### src/rtl/rv32i_pkg.sv
// Shared RV32I load/store definitions: funct3 encodings and LSU FSM states.
package rv32i_pkg;

    localparam int unsigned XLEN = 32;

    localparam logic [2:0] F3_LB  = 3'b000;
    localparam logic [2:0] F3_LH  = 3'b001;
    localparam logic [2:0] F3_LW  = 3'b010;
    localparam logic [2:0] F3_LBU = 3'b100;
    localparam logic [2:0] F3_LHU = 3'b101;
    localparam logic [2:0] F3_SB  = 3'b000;
    localparam logic [2:0] F3_SH  = 3'b001;
    localparam logic [2:0] F3_SW  = 3'b010;

    typedef enum logic [1:0] {IDLE, ISSUE, WAIT_R, RESP} lsu_state_t;

endpackage

### src/rtl/lsu_align.sv
// Combinational lane logic: access legality, store lane shift/strobes, load extract/extend.
module lsu_align
    import rv32i_pkg::*;
(
    input  logic            we,
    input  logic [2:0]      funct3,
    input  logic [1:0]      ofs,
    input  logic [XLEN-1:0] wdata_in,
    input  logic [XLEN-1:0] rdata_in,
    output logic            err_c,
    output logic [3:0]      wstrb_c,
    output logic [XLEN-1:0] wdata_c,
    output logic [XLEN-1:0] rdata_c
);

    logic       supported;
    logic       misaligned;
    logic [7:0] rd_byte;
    logic [15:0] rd_half;

    // Legality: unknown funct3 for the direction, or natural alignment violated
    always_comb begin
        if (we) begin
            supported = (funct3 == F3_SB) || (funct3 == F3_SH) || (funct3 == F3_SW);
        end else begin
            supported = (funct3 == F3_LB) || (funct3 == F3_LH) || (funct3 == F3_LW) ||
                        (funct3 == F3_LBU) || (funct3 == F3_LHU);
        end
        misaligned = ((funct3[1:0] == 2'b01) && ofs[0]) ||
                     ((funct3[1:0] == 2'b10) && (ofs != 2'b00));
        err_c      = !supported || misaligned;
    end

    // Store lanes: replicate data across the word, strobe only the addressed bytes
    always_comb begin
        wstrb_c = 4'b0000;
        wdata_c = wdata_in;
        if (we) begin
            case (funct3[1:0])
                2'b00: begin
                    wstrb_c = 4'b0001 << ofs;
                    wdata_c = {4{wdata_in[7:0]}};
                end
                2'b01: begin
                    wstrb_c = 4'b0011 << ofs;
                    wdata_c = {2{wdata_in[15:0]}};
                end
                default: begin
                    wstrb_c = 4'b1111;
                    wdata_c = wdata_in;
                end
            endcase
        end
    end

    // Load extract: funct3[2] selects zero-extension over sign-extension
    always_comb begin
        rd_byte = rdata_in[{ofs, 3'b000} +: 8];
        rd_half = rdata_in[{ofs[1], 4'b0000} +: 16];
        case (funct3[1:0])
            2'b00:   rdata_c = {{24{rd_byte[7] & ~funct3[2]}}, rd_byte};
            2'b01:   rdata_c = {{16{rd_half[15] & ~funct3[2]}}, rd_half};
            default: rdata_c = rdata_in;
        endcase
    end

endmodule

### src/rtl/lsu_mem_port.sv
// Load/store unit: accepts one MEM-stage access, runs it on the req/gnt/rvalid bus.
module lsu_mem_port
    import rv32i_pkg::*;
#(
    parameter int unsigned TIMEOUT = 16,
    parameter int unsigned CNT_W   = 5
) (
    input  logic            clk,
    input  logic            rst_n,
    input  logic            req_valid,
    output logic            req_ready,
    input  logic            req_we,
    input  logic [2:0]      req_funct3,
    input  logic [XLEN-1:0] req_addr,
    input  logic [XLEN-1:0] req_wdata,
    output logic            rsp_valid,
    output logic [XLEN-1:0] rsp_rdata,
    output logic            rsp_err,
    output logic            stall,
    output logic            mem_req,
    output logic            mem_we,
    output logic [XLEN-1:0] mem_addr,
    output logic [3:0]      mem_wstrb,
    output logic [XLEN-1:0] mem_wdata,
    input  logic            mem_gnt,
    input  logic            mem_rvalid,
    input  logic [XLEN-1:0] mem_rdata
);

    lsu_state_t      state_q, state_d;
    logic [CNT_W-1:0] cnt_q, cnt_d;
    logic            we_q, we_d;
    logic [2:0]      funct3_q, funct3_d;
    logic [1:0]      ofs_q, ofs_d;
    logic            rsp_err_q, rsp_err_d;
    logic [XLEN-1:0] rsp_rdata_q, rsp_rdata_d;
    logic            mem_we_q, mem_we_d;
    logic [XLEN-1:0] mem_addr_q, mem_addr_d;
    logic [3:0]      mem_wstrb_q, mem_wstrb_d;
    logic [XLEN-1:0] mem_wdata_q, mem_wdata_d;
    logic            req_ready_q, rsp_valid_q, stall_q, mem_req_q;

    logic            al_idle;
    logic            al_err;
    logic [3:0]      al_wstrb;
    logic [XLEN-1:0] al_wdata;
    logic [XLEN-1:0] al_rdata;
    logic            wd_hit;

    // In IDLE the aligner sees the incoming request, otherwise the captured one
    assign al_idle = (state_q == IDLE);

    lsu_align u_align (
        .we       (al_idle ? req_we         : we_q),
        .funct3   (al_idle ? req_funct3     : funct3_q),
        .ofs      (al_idle ? req_addr[1:0]  : ofs_q),
        .wdata_in (req_wdata),
        .rdata_in (mem_rdata),
        .err_c    (al_err),
        .wstrb_c  (al_wstrb),
        .wdata_c  (al_wdata),
        .rdata_c  (al_rdata)
    );

    // Watchdog limit reached on this cycle; TIMEOUT of 0 never fires
    assign wd_hit = (TIMEOUT != 0) && (cnt_q == CNT_W'(TIMEOUT - 1));

    // Next-state, capture and response logic
    always_comb begin
        state_d     = state_q;
        cnt_d       = cnt_q;
        we_d        = we_q;
        funct3_d    = funct3_q;
        ofs_d       = ofs_q;
        rsp_err_d   = 1'b0;
        rsp_rdata_d = rsp_rdata_q;
        mem_we_d    = mem_we_q;
        mem_addr_d  = mem_addr_q;
        mem_wstrb_d = mem_wstrb_q;
        mem_wdata_d = mem_wdata_q;
        case (state_q)
            IDLE: begin
                if (req_valid) begin
                    we_d     = req_we;
                    funct3_d = req_funct3;
                    ofs_d    = req_addr[1:0];
                    cnt_d    = '0;
                    if (al_err) begin
                        state_d     = RESP;
                        rsp_err_d   = 1'b1;
                        rsp_rdata_d = '0;
                    end else begin
                        state_d     = ISSUE;
                        mem_we_d    = req_we;
                        mem_addr_d  = {req_addr[XLEN-1:2], 2'b00};
                        mem_wstrb_d = al_wstrb;
                        mem_wdata_d = al_wdata;
                    end
                end
            end
            ISSUE: begin
                if (mem_gnt) begin
                    cnt_d = '0;
                    if (we_q) begin
                        state_d     = RESP;
                        rsp_rdata_d = '0;
                    end else begin
                        state_d = WAIT_R;
                    end
                end else if (wd_hit) begin
                    state_d     = RESP;
                    rsp_err_d   = 1'b1;
                    rsp_rdata_d = '0;
                end else begin
                    cnt_d = cnt_q + CNT_W'(1);
                end
            end
            WAIT_R: begin
                if (mem_rvalid) begin
                    state_d     = RESP;
                    rsp_rdata_d = al_rdata;
                end else if (wd_hit) begin
                    state_d     = RESP;
                    rsp_err_d   = 1'b1;
                    rsp_rdata_d = '0;
                end else begin
                    cnt_d = cnt_q + CNT_W'(1);
                end
            end
            RESP: begin
                state_d = IDLE;
            end
            default: begin
                state_d = IDLE;
            end
        endcase
    end

    // State, capture and registered outputs; handshake flags follow the next state
    always_ff @(posedge clk or negedge rst_n) begin
        if (!rst_n) begin
            state_q     <= IDLE;
            cnt_q       <= '0;
            we_q        <= 1'b0;
            funct3_q    <= 3'b000;
            ofs_q       <= 2'b00;
            rsp_err_q   <= 1'b0;
            rsp_rdata_q <= '0;
            mem_we_q    <= 1'b0;
            mem_addr_q  <= '0;
            mem_wstrb_q <= 4'b0000;
            mem_wdata_q <= '0;
            req_ready_q <= 1'b1;
            rsp_valid_q <= 1'b0;
            stall_q     <= 1'b0;
            mem_req_q   <= 1'b0;
        end else begin
            state_q     <= state_d;
            cnt_q       <= cnt_d;
            we_q        <= we_d;
            funct3_q    <= funct3_d;
            ofs_q       <= ofs_d;
            rsp_err_q   <= rsp_err_d;
            rsp_rdata_q <= rsp_rdata_d;
            mem_we_q    <= mem_we_d;
            mem_addr_q  <= mem_addr_d;
            mem_wstrb_q <= mem_wstrb_d;
            mem_wdata_q <= mem_wdata_d;
            req_ready_q <= (state_d == IDLE);
            rsp_valid_q <= (state_d == RESP);
            stall_q     <= (state_d != IDLE);
            mem_req_q   <= (state_d == ISSUE);
        end
    end

    assign req_ready = req_ready_q;
    assign rsp_valid = rsp_valid_q;
    assign rsp_rdata = rsp_rdata_q;
    assign rsp_err   = rsp_err_q;
    assign stall     = stall_q;
    assign mem_req   = mem_req_q;
    assign mem_we    = mem_we_q;
    assign mem_addr  = mem_addr_q;
    assign mem_wstrb = mem_wstrb_q;
    assign mem_wdata = mem_wdata_q;

endmodule
### config.mk
export PLATFORM = sky130hd
export DESIGN_NAME = lsu_mem_port
export DESIGN_NICKNAME = d
export VERILOG_FILES = /design/src/rtl/rv32i_pkg.sv /design/src/rtl/lsu_align.sv /design/src/rtl/lsu_mem_port.sv
export SDC_FILE = /design/constraint.sdc
export NUM_CORES = 1
export LEC_CHECK = 0
export CAP_MARGIN = 20
export CORE_ASPECT_RATIO = 1.5
export CORE_MARGIN = 10
export CORE_UTILIZATION = 41
export CTS_CLUSTER_SIZE = 40
export DETAILED_ROUTE_END_ITERATION = 12
export PLACE_DENSITY = 0.77
export SLEW_MARGIN = 30
export SYNTH_ARGS = -nofsm -noshare
export SYNTH_HDL_FRONTEND = slang
export SYNTH_SLANG_ARGS = --single-unit
### constraint.sdc
create_clock -name clk -period 2.55 [get_ports clk]
set_clock_uncertainty 0.15 [all_clocks]
set_input_delay 0.255 -clock clk [delete_from_list [all_inputs] [get_ports clk]]
set_output_delay 0.255 -clock clk [all_outputs]
set_load 0.02 [all_outputs]
Yosys cells after proc, flatten, opt, wreduce, memory -nomap -nowiden
Index checks and enable logic that the tools add are counted.
{"block": "totals", "reg_bits": 117, "inputBits": 105, "out_inout_bits": 106, "elab_cells": 94}
{"block": "classes", "add_sub_neg": 1, "eq_ne": 16, "shift": 4, "muxes": 34, "bitwise_logic": 4, "n_reduce_logical": 20}
{"operator": "two-way mux 32 bit", "count": 7}
{"operator": "one-hot mux 32 bit (2 select lines)", "count": 2}
{"operator": "one-hot mux 32 bit (3 select lines)", "count": 1}
{"operator": "variable part select 32 x 6 -> 16 bit", "count": 1}
{"operator": "variable part select 32 x 6 -> 8 bit", "count": 1}
{"operator": "two-way mux 5 bit", "count": 4}
{"operator": "one-hot mux 5 bit (3 select lines)", "count": 1}
{"operator": "two-way mux 2 bit", "count": 6}
{"operator": "== test 2 bit, second input constant", "count": 4}
{"operator": "two-way mux 1 bit", "count": 8}
{"operator": "one-hot mux 2 bit (4 select lines)", "count": 1}
{"operator": "one-hot mux 4 bit (2 select lines)", "count": 1}
{"operator": "== test 2 x 1 -> 1 bit, second input constant", "count": 3}
{"operator": "== test 3 bit, second input constant", "count": 2}
{"operator": "zero test 2 bit", "count": 3}
{"operator": "logical OR 1 bit", "count": 6}
{"operator": "AND reduction 3 bit", "count": 2}
{"operator": "adder 5 x 1 -> 5 bit, second input constant", "count": 1}
{"operator": "== test 5 x 4 -> 1 bit, second input constant", "count": 1}
{"operator": "two-way mux 4 bit", "count": 1}
{"operator": "inequality test 2 bit, second input constant", "count": 2}
{"operator": "AND reduction 4 bit", "count": 1}
{"operator": "nonzero test 2 bit", "count": 2}
{"operator": "<< shifter 1 x 2 -> 4 bit, first input constant", "count": 1}
{"operator": "14 further kinds", "count": 17}

Longest topological paths before layout
{"block": "logic_depth", "word_depth": 14, "depth_mapped": 12, "depth_no_buf": 8}

Cells and area by module
Synthesis repeated with hierarchy kept, for this count alone.
{"block": "hier_totals", "cells_unflattened": 490, "hier_area_um2": 5954.5}
{"mod": "lsu_mem_port", "n_inst": 1, "cells_each": 306, "area_per_inst_um2": 4752.1, "seq_area_each_um2": 2929.1}
{"mod": "lsu_align", "n_inst": 1, "cells_each": 184, "area_per_inst_um2": 1202.4, "seq_area_each_um2": 0.0}

Least setup slack after synthesis
OpenSTA, ideal clock, no wires.
{"block": "synth_timing", "path_type": "register -> register", "from": "register state_q[0]", "to": "register mem_addr_q[30], in the netlist mem_addr[30]", "setup_ns": 0.125, "t_arrival_ns": 2.387, "required_ns": 2.275, "slack_ns": -0.112, "path_stages_with_launch": 12, "path_buffers": 4, "synth_period_minus_slack_ns": 2.662, "path_cell_list": "dfrtp_1 > inv_1 > ha_1 > buf_6 > buf_6 > buf_4 > mux2_4 > nor4_2 > nor2_2 > nor2_8 > buf_4 > mux2_2"}
{"block": "synth_via", "elab_chain_len": 12, "word_cells_on_any_way": 24, "classes_between": "eq/ne: 6; mux: 4; bitwise: 1; reduce/logical: 13"}
{"item": "start, declared", "line_no": "lsu_mem_port.sv:30", "text": "lsu_state_t state_q, state_d;"}
{"item": "start signal, assigned", "line_no": "lsu_mem_port.sv:158", "text": "state_q <= state_d;"}
{"item": "zero test 2 bit (*)", "line_no": "lsu_mem_port.sv:51, lsu_mem_port.sv:81"}
{"item": "two-way mux 3 bit", "line_no": "lsu_mem_port.sv:55", "text": ".funct3 (al_idle ? req_funct3 : funct3_q),"}
{"item": "== test 3 x 1 -> 1 bit / zero test 3 bit (equally long branches)", "line_no": "lsu_align.sv:24, lsu_align.sv:26"}
{"item": "logical OR 1 bit (2 in series)", "line_no": "lsu_align.sv:24, lsu_align.sv:26"}
{"item": "logical OR 1 bit", "line_no": "lsu_align.sv:26", "text": "supported = (funct3 == F3_LB) || (funct3 == F3_LH) || (funct3 == F3_LW) ||"}
{"item": "logical OR 1 bit", "line_no": "lsu_align.sv:27", "text": "(funct3 == F3_LBU) || (funct3 == F3_LHU);"}
{"item": "two-way mux 1 bit", "line_no": "lsu_align.sv:23", "text": "if (we) begin"}
{"item": "zero test 1 bit", "line_no": "lsu_align.sv:31", "text": "err_c = !supported || misaligned;"}
{"item": "logical OR 1 bit", "line_no": "lsu_align.sv:31"}
{"item": "inverter 1 bit (no source line)"}
{"item": "AND reduction 3 bit (no source line) (*)"}
{"item": "end signal, assigned", "line_no": "lsu_mem_port.sv:166", "text": "mem_addr_q <= mem_addr_d;"}
{"item": "end, declared", "line_no": "lsu_mem_port.sv:38", "text": "logic [XLEN-1:0] mem_addr_q, mem_addr_d;"}
Every way passes the cells marked *; elsewhere a longest branch is shown, timed or not.
A chain may end at the register's enable or synchronous reset.

Final worst setup path
{"block": "layout_timing", "from": "register state_q[1]", "to": "register rsp_rdata_q[28], in the netlist rsp_rdata[28]"}
{"block": "layout_via", "elab_chain_len": 12, "word_cells_on_any_way": 38, "classes_between": "eq/ne: 11; shift: 2; mux: 7; bitwise: 3; reduce/logical: 15"}
{"item": "parallel branches: the longest is 12 deep, another holds variable part select 32 x 6 -> 16 bit"}
{"item": "end signal, assigned", "line_no": "lsu_mem_port.sv:164", "text": "rsp_rdata_q <= rsp_rdata_d;"}
{"item": "end, declared", "line_no": "lsu_mem_port.sv:36", "text": "logic [XLEN-1:0] rsp_rdata_q, rsp_rdata_d;"}
Parallel ways; which one is timed is not known.

==> impl_metrics.py <==
metrics = {
    "die": {
        "row_count": 54,
        "num_io_pins": 211,
        "die_area_um2": 19900,
        "coreArea_um2": 14500,
        "fp.dieH_um": 168,
        "die_w_um": 119,
        "start_util_pct": 41.4,
    },
    "clock_network": {
        "cts_buffers": 17,
        "cts_tree": "done",
        "clk_latency_ns": 0.41,
        "ctsLongestPathBuffers": 2,
        "cts_root_buffer": "clkbuf_16",
        "path_clk_slew_ns": 0.06,
        "clock-sinks": 117,
        "cts_max_level": 4,
    },
    "setup_path": {
        "critPathBufInv": 3,
        "required_ns": 2.74,
        "critPathTopFamily": "compound AO/OA/AOI/OAI gates",
        "start_kind": "flip-flop",
        "worstSetupEndpointType": "flip-flop",
        "worst-endpoint-arrival_ns": 2.78,
        "path_cells": "inv_2, ha_4, mux2_4, or2_4, a221oi_4, buf_6, or3_4, nand2_2, buf_12, o2bb2ai_1",
        "critical-path-max-stage-delay_ns": 0.40,
        "critical_path_class": "flip-flop to flip-flop",
        "worst-path-max-fanout": 13,
        "crit_slowest_cell": "dfrtp_1",
    },
    "synth": {
        "postSynthCellCount": 574,
        "synthArstFlopShare_pct": 100,
        "synth_xor_area_share_pct": 0,
        "synthAdderAreaFrac_pct": 1.04,
        "synth_compound_area_share_pct": 21.6,
        "synth_top_family_by_area": "compound AO/OA/AOI/OAI gates",
        "synth_ff_type": "dfrtp_1",
        "yosysSeqAreaShare_pct": 48.9,
        "synth_edf_count": 0,
        "yosysUniqueCellTypes": 71,
        "syn_area_per_cell_um2": 10.4,
        "ys_warn_count": 0,
        "ys_ff_latch": 117,
        "synth-simple-area-share_pct": 11.5,
        "syn-cell-area_um2": 5990,
        "synthMuxAreaShare_pct": 13.3,
    },
    "detailed_routing": {
        "drt-pass1-iter-count": 5,
        "vias": 5934,
        "drtIter0Drc": 556,
        "vias_per_cell": 5.64,
        "drc": 0,
        "wl_per_cell_um": 21.3,
        "ant_nets": 0,
        "routed_wl_mm": 22.5,
    },
    "grt": {
        "first_global_vias": 6333,
        "grt_max_degree": 59,
        "grt_usage_pct": 21.7,
        "grt_pass1_wl_mm": 34.9,
        "antenna_found_initial": 0,
        "grt-ovfl-total": 0,
    },
    "power_and_ir_drop": {
        "clkPwrFrac_pct": 17.7,
        "switching_share_pct": 41.6,
        "p_sw_mw": 5.65,
        "p_leak_nw": 4.16,
        "p_per_area_nw_per_um2": 1390,
        "combPwrFrac_pct": 59.6,
        "seqPwrFrac_pct": 22.6,
        "internal_power_mw": 7.93,
        "peakVddDrop_mv": 0.749,
    },
    "timing": {
        "finalSetupTns_ns": -0.614,
        "whs_ns": 0.140,
        "max_freq_ghz": 0.386,
        "maxSlewHeadroom_pct": 61.8,
        "min_period_ns": 2.59,
        "worst_slew_pin_slew_ns": 0.571,
        "finalCritPeriodShare_pct": 102,
        "slew_violations": 0,
        "rsz0062_at_grt": "true",
        "hold_violations": 0,
        "setup_viol": 35,
        "setup_ws_ns": -0.0402,
    },
    "cells_and_area": {
        "area_delta_synth_final_pct": 63.5,
        "drive_gt1_share_pct": 24.9,
        "final_util_pct": 67.7,
        "layout.nets": 954,
        "antenna_cells": 0,
        "fill_cells": 1093,
    },
    "status": {
        "violations": "setup timing",
        "status": "finished with violations",
    },
    "placed_design": {
        "place.gp.congestion": 0.958,
        "dpl.hpwl_mm": 16.5,
        "port_buffers": 208,
    },
    "hold_path": {
        "hp-class": "primary input to asynchronous set/reset pin",
    },
    "run": {
        "maxCapViolCount": 0,
    },
}
==> cell families after synthesis <==
logic type                 count (synthesis)
AOI/OAI and AO/OA                        193
adders and majority gates                  5
buffers and inverters                     41
DFF                                      117
muxes                                     72
other                                      1
and+or+nand+nor                          145
==> sequential cells by signal, summed over array words and instances, names as in the netlist <==
signal,cells
mem_wdata,32
rsp_rdata,32
mem_addr,30
cnt_q,5
mem_wstrb,4
funct3_q,3
ofs_q,2
state_q,2
mem_req,1
mem_we,1
req_ready,1
rsp_err,1
rsp_valid,1
stall,1
we_q,1
==> Yosys cell counts (all sizes together), types with 2 or more instances <==
cell type / number / area, um^2
a221oi: 4 / 47.6
a31oi: 2 / 12.5
o2bb2ai: 13 / 114
nand3b: 2 / 15.0
o41ai: 2 / 25.0
a21boi: 2 / 15.0
o22ai: 5 / 31.3
ha: 5 / 62.6
mux2i: 20 / 204
nor2b: 6 / 45.0
a32oi: 2 / 25.0
a22o: 8 / 70.1
clkbuf: 13 / 48.8
a311oi: 2 / 23.8
nor2: 58 / 236
mux2: 52 / 593
a41oi: 2 / 17.5
nand2: 45 / 169
buf: 19 / 135
dfrtp: 116 / 2900
a32o: 2 / 20.0
inv: 9 / 33.8
nand2b: 6 / 37.5
a22oi: 16 / 120
nor3: 6 / 41.3
or2: 4 / 25.0
a21o: 2 / 15.0
nor4: 2 / 18.8
a2bb2oi: 6 / 52.6
o221ai: 6 / 52.6
o21ai: 44 / 220
o31ai: 2 / 15.0
nand3: 8 / 45.0
nor3b: 3 / 22.5
a21oi: 62 / 310
==> final cells by class <==
type	instances	area, um^2	share of cell area [%]
clock buffers	19	443	4.52
multi-input cells	418	3190	32.6
repair buffers	281	2810	28.7
well taps	196	245	2.50
clock inverters	13	148	1.51
inverters	9	33.8	0.345
flip-flops and latches	117	2930	29.9
==> metal layers <==
layer  wire, um  part of all wire, %  vias to the layer above  track usage [%]
met5          0                    0                        -                0
met4        785                  3.5                        0             9.75
met3       1720                  7.6                       55             6.63
met2      11900                   53                      273             39.2
met1       8070                   36                     2943             22.5
li1           -                    -                     2663                -
==> worst paths after layout <==
| kind | from | end | slack, ns | depth (start not counted) |
|---|---|---|---|---|
| max reg2reg | state_q[1]$_DFF_PN0_ | rsp_rdata[28]$_DFFE_PN0P_ | -0.04 | 10 |
| min | rst_n | rsp_valid$_DFF_PN0_ | 0.14 | 2 |
| min in group clk | req_addr[12] | mem_addr[12]$_DFFE_PN0P_ | 0.30 | 2 |
| max | state_q[1]$_DFF_PN0_ | rsp_rdata[28]$_DFFE_PN0P_ | -0.04 | 10 |
| min reg2reg | rsp_rdata[1]$_DFFE_PN0P_ | rsp_rdata[1]$_DFFE_PN0P_ | 0.33 | 2 |
| max in group asynchronous | rst_n | mem_wdata[16]$_DFFE_PN0P_ | 1.33 | 3 |
==> repair_timing <==
item                                   CTS  global route
setup buffers                            6            11
gates cloned                             2             1
pin swaps                                6            15
endpoints found under the hold margin   34             0
hold buffers                             1             0
setup endpoints to repair               77            90
resized for setup                       30            65
==> power groups by stage <==
stage                     Clock, mW  Combinational (mW)  Sequential [mW]
after floorplan                   0                3.20             3.81
after global placement            0                6.91             3.03
after detailed placement          0                7.05             3.07
after CTS                      2.43                7.47             3.05
after global routing           2.51                8.62             3.16
final                          2.41                8.10             3.07
==> metrics by stage <==
stage               setup WS [ns]  instances  instance area [um^2]  power [mW]
global route               -0.121       1053                  9790        14.3
CTS                       -0.0280       1041                  9460        13.0
finish                    -0.0402       1053                  9790        13.6
floorplan                0.000882        575                  6050        7.01
global placement           -0.176       1000                  8640        9.94
detailed placement         -0.297       1000                  8640        10.1
==> cell usage in the layout, fill, tap and decap left out, types with 6 or more instances in the layout <==
cell / count
dfrtp_1: 116
mux2i_1: 19
clkdlybuf4s50_1: 207
buf_6: 7
mux2_2: 28
o21ai_2: 9
mux2_4: 19
nand3_1: 7
o221ai_1: 6
a21oi_1: 60
nor2_1: 52
a22oi_1: 16
nand2_1: 43
buf_12: 9
a2bb2oi_1: 6
buf_4: 55
o21ai_0: 26
o21ai_1: 7
clkbuf_16: 18
a22o_1: 8
o2bb2ai_2: 10
inv_1: 7
==> worst reg2reg max path, cell delays in order (launching register included) <==
cell and delay (ns):
dfrtp_1 0.40, inv_2 0.08, ha_4 0.21, mux2_4 0.37
or2_4 0.28, a221oi_4 0.36, buf_6 0.16, or3_4 0.13
nand2_2 0.07, buf_12 0.16, o2bb2ai_1 0.15
(Power assumes the default switching activity.)
